===== config.mk =====
export PLATFORM = sky130hd
export DESIGN_NAME = mux_capture_fifo
export DESIGN_NICKNAME = d
export VERILOG_FILES = /design/src/rtl/mux_capture_fifo.sv
export SDC_FILE = /design/constraint.sdc
export NUM_CORES = 1
export LEC_CHECK = 0
export ABC_AREA = 1
export BUFFER_PORTS_ARGS = -buffer_cell sky130_fd_sc_hd__buf_2
export CAP_MARGIN = 15
export CORE_MARGIN = 5
export CORE_UTILIZATION = 25
export CTS_CLUSTER_SIZE = 40
export DETAILED_ROUTE_END_ITERATION = 8
export PLACE_DENSITY = 0.54
export SLEW_MARGIN = 20
export SYNTH_ARGS = -nofsm -noshare
export SYNTH_HDL_FRONTEND = slang
export SYNTH_SLANG_ARGS = --single-unit

===== constraint.sdc =====
create_clock -name clk -period 1.6 [get_ports clk]
set_input_delay 0.32 -clock clk [delete_from_list [all_inputs] [get_ports clk]]
set_output_delay 0.32 -clock clk [all_outputs]
set_load 0.01 [all_outputs]

===== src/rtl/mux_capture_fifo.sv =====
// Registered a/b select capture into a circular FIFO with a valid/ready output.
// Optional same-cycle pass-through when empty: define MUX_CAPTURE_FIFO_BYPASS_EN.
module mux_capture_fifo #(
  parameter int WIDTH = 8,
  parameter int DEPTH = 4
) (
  input  logic                       clk,
  input  logic                       rst,
  input  logic [WIDTH-1:0]           a,
  input  logic [WIDTH-1:0]           b,
  input  logic                       sel,
  input  logic                       in_valid,
  output logic                       in_ready,
  output logic [WIDTH-1:0]           y_out,
  output logic                       out_valid,
  input  logic                       out_ready,
  output logic [$clog2(DEPTH):0]     count,
  output logic                       overflow
);
  localparam int AW = $clog2(DEPTH);
  localparam int CW = AW + 1;

  logic [WIDTH-1:0] mem [DEPTH];
  logic [AW-1:0]    wr_ptr;
  logic [AW-1:0]    rd_ptr;
  logic [CW-1:0]    cnt_q;
  logic             ovf_q;
  logic             full;
  logic             empty;
  logic             bypass;
  logic             push;
  logic             pop;
  logic [WIDTH-1:0] in_data;

  // Handshake: a beat transfers on any rising edge where valid && ready are
  // both high; valid never depends on ready on the same side of the FIFO.
  assign full    = (cnt_q == CW'(DEPTH));
  assign empty   = (cnt_q == '0);
  assign in_data = sel ? b : a;

`ifdef MUX_CAPTURE_FIFO_BYPASS_EN
  // Empty FIFO with a ready consumer: hand the beat straight through.
  assign bypass = empty && in_valid && out_ready;
`else
  assign bypass = 1'b0;
`endif

  assign push      = in_valid && !full && !bypass;
  assign pop       = !empty && out_ready;
  assign in_ready  = !full;
  assign out_valid = !empty || bypass;
  assign y_out     = bypass ? in_data : (empty ? '0 : mem[rd_ptr]);
  assign count     = cnt_q;
  assign overflow  = ovf_q;

  always_ff @(posedge clk) begin
    if (push && !rst) begin
      mem[wr_ptr] <= in_data;
    end
  end

  always_ff @(posedge clk) begin
    if (rst) begin
      wr_ptr <= '0;
      rd_ptr <= '0;
      cnt_q  <= '0;
      ovf_q  <= 1'b0;
    end else begin
      if (push) wr_ptr <= wr_ptr + AW'(1);
      if (pop)  rd_ptr <= rd_ptr + AW'(1);
      case ({push, pop})
        2'b10:   cnt_q <= cnt_q + CW'(1);
        2'b01:   cnt_q <= cnt_q - CW'(1);
        default: cnt_q <= cnt_q;
      endcase
      // Sticky until reset: a refused beat means upstream broke the hold rule.
      if (in_valid && full) ovf_q <= 1'b1;
    end
  end
endmodule


==> results.sh <==
export IMPL_place_congestion=0.704
export IMPL_crit_top_cell="nor2_1"
export IMPL_yosys_warnings=0
export IMPL_routed_via_density=4.07
export IMPL_ir_worst_vdd_mv=0.683
export IMPL_violations="setup timing"
export IMPL_cts_max_path_buffers=2
export IMPL_tightestPinTransition_ns=0.210
export IMPL_fp_row_count=32
export IMPL_cts_clk_slew_worst_paths_ns=0.08
export IMPL_yosys_register_bits=42
export IMPL_outcome="finished, violations left"
export IMPL_final_cell_mix="34 x buf_2, 32 x nor2_1, 32 x edfxtp_1, 15 x inv_1, 14 x buf_4"
export IMPL_path_class="flop to flop"
export IMPL_grt_max_degree=17
export IMPL_core_sq_mm=0.00769
export IMPL_final_cells=342
export IMPL_cp_top_family="adder cells"
export IMPL_cts_sinks=42
export IMPL_fin_skew_ns=0.00873
export IMPL_timing_final_crit_share=1.05
export IMPL_antenna_found_initial=0
export IMPL_io_buffers=34
export IMPL_leakage_nw=1.04
export IMPL_wire_per_inst_microns=11.8
export IMPL_die_area_sq_mm=0.00976
export IMPL_syn2layout_area_growth_pct=31.9
export IMPL_num_nets_final=266
export IMPL_cts_tree="built"
export IMPL_netlist_instances=180
export IMPL_cp_required_ns=1.79
export IMPL_fin_crit_ns=1.68
export IMPL_synth_top_cell_area_share=0.487
export IMPL_drt_first_pass_iters=3
export IMPL_initial_core_util=0.257
export IMPL_critPathBufInv=3
export IMPL_maxSlewViolCount=0
export IMPL_insertion_delay_ns=0.29
export IMPL_setup_viol=9
export IMPL_track_usage=0.0864
export IMPL_power_mw=3.94
export IMPL_ant_nets=0
export IMPL_crit_fanout=2
export IMPL_drc=0
export IMPL_synth_seq_area_share=0.589
export IMPL_slowest_stage="dfxtp_2"
export IMPL_dp_hpwl_microns=2950
export IMPL_end_kind="flop"
export IMPL_fmaxAchievable_mhz=596
export IMPL_power_density_mw_per_mm2=1520
export IMPL_drt_first_iter_violations=52
export IMPL_synth_area_top_cells="edfxtp_1 49%, dfxtp_1 10%, nor2_1 6.3%"
export IMPL_setup_ws_ns=-0.0776
export IMPL_dpl_cell_count=326
export IMPL_grt_pass1_wl_microns=6610
export IMPL_die_x_microns=98.8
export IMPL_hold_buffers=0
export IMPL_cts_buffers=5
export IMPL_h_tree_depth=2
export IMPL_hold_viol_final=0
export IMPL_maxCapViolCount=0
export IMPL_syn_area_sq_mm=0.00197
export IMPL_hold_path_class="input port to flop"
export IMPL_grt_overflow=0
export IMPL_rsz0062_at_grt="true"
export IMPL_crit_arrival_ns=1.87
export IMPL_slowest_delay_ns=0.34
export IMPL_ios=35
export IMPL_startpoint_type="flop"
export IMPL_final_common_cell="buf_2"
export IMPL_route_vias_total=1391
export IMPL_layout_drive_gt1_share=0.471
export IMPL_crit_chain="nor2_4 -> buf_6 -> a21oi_4 -> inv_1 -> ha_2 -> inv_2 -> fa_2 -> nand2_1 -> nand3_2 -> nor2_1 -> nor2_1"
export IMPL_max_slew_margin=0.858
export IMPL_ys_types=23
export IMPL_grt_pass1_vias=1364
export IMPL_cts_root_buf="clkbuf_8"
export IMPL_yosysTopAreaCell="edfxtp_1"
export IMPL_avgSynthCellArea_sq_um=11.0
export IMPL_diodes=0
export IMPL_wl_microns=4020
export IMPL_syn_num_nets=207
export IMPL_die_y_microns=98.8
==> what timing repair did <==
item                       CTS  global route
setup endpoints to repair   10            10
pin swaps                    9             7
hold endpoints to repair     0             0
setup buffers                4             4
resized for setup           22            12
==> cell type report <==
| type | count | area, sq um |
|---|---|---|
| multi-input combinational | 112 | 702 |
| fill | 820 | 5090 |
| timing repair buffer | 57 | 389 |
| clock inverter | 3 | 45.0 |
| sequential | 42 | 1180 |
| inverter | 21 | 91.3 |
| clock buffer | 5 | 68.8 |
| tap | 102 | 128 |
==> flip-flops by register name (all words and copies together) (netlist names), named ones only <==
signal / flops
overflow: 1
wr_ptr: 2
rd_ptr: 2
count: 3
mem: 32
==> per-stage QoR <==
step            util  area (sq um)  setup WS [ns]  setup TNS [ns]  hold slack [ns]
2_1_floorplan      -          1980         0.0144               0            0.398
3_3_place_gp   0.302          2320       -0.00542        -0.00542            0.447
3_5_place_dp   0.302          2320        -0.0326         -0.0538            0.459
6_report       0.338          2600        -0.0776          -0.413            0.217
5_1_grt        0.338          2600         -0.203           -1.64            0.220
4_1_cts        0.328          2520        -0.0955          -0.546            0.215
==> worst register-to-register path, stage by stage, from the launching register on <==
cell and delay, ns:
dfxtp_2 0.34, nor2_4 0.15, buf_6 0.12, a21oi_4 0.04, inv_1 0.05, ha_2 0.18
inv_2 0.04, fa_2 0.33, nand2_1 0.10, nand3_2 0.08, nor2_1 0.09, nor2_1 0.05
==> Yosys cell counts <==
| cell type | count |
|---|---|
| inv_2 | 4 |
| dfxtp_1 | 10 |
| nand3b_1 | 1 |
| nor2_1 | 33 |
| o21ai_1 | 10 |
| mux2_2 | 8 |
| o21ai_0 | 8 |
| nor2_4 | 3 |
| buf_12 | 2 |
| nand2_1 | 12 |
| a21oi_4 | 1 |
| nand2_4 | 1 |
| buf_2 | 1 |
| nand2_2 | 2 |
| a21oi_1 | 11 |
| ha_1 | 5 |
| buf_6 | 2 |
| o21a_1 | 1 |
| inv_1 | 17 |
| nand3_1 | 4 |
| nor2_2 | 11 |
| fa_1 | 1 |
| edfxtp_1 | 32 |
==> kinds of logic after synthesis <==
| kind of cell | synth area share |
|---|---|
| DFF | 0.589 |
| muxes | 0.0457 |
| AOI/OAI and AO/OA | 0.0857 |
| and+or+nand+nor | 0.164 |
| buffers and inverters | 0.0742 |
| adders and majority gates | 0.0419 |
==> path summary, 6_finish.rpt <==
path                 start        to  slack, ns  cells after the start
setup / recovery  count[1]  count[2]      -0.08                     11
hold reg to reg   overflow  overflow       0.48                      1
hold / removal         rst      flop       0.22                      2
setup reg to reg  count[1]  count[2]      -0.08                     11
==> per-layer routing <==
layer / wire [microns] / GRT usage / vias to the layer above
li1: - / - / 717
met1: 1680 / 0.102 / 651
met2: 2120 / 0.146 / 21
met3: 198 / 0.0333 / 2
met4: 25 / 0.0252 / 0
met5: 0 / 0 / -
==> report_power, final <==
group | switching, mW | internal (mW) | leakage [nW]
combinational | 0.903 | 0.810 | 0.612
clock | 0.356 | 0.464 | 0.0504
sequential | 0.0952 | 1.31 | 0.376
total | 1.35 | 2.59 | 1.04
(Power assumes the default switching activity.)
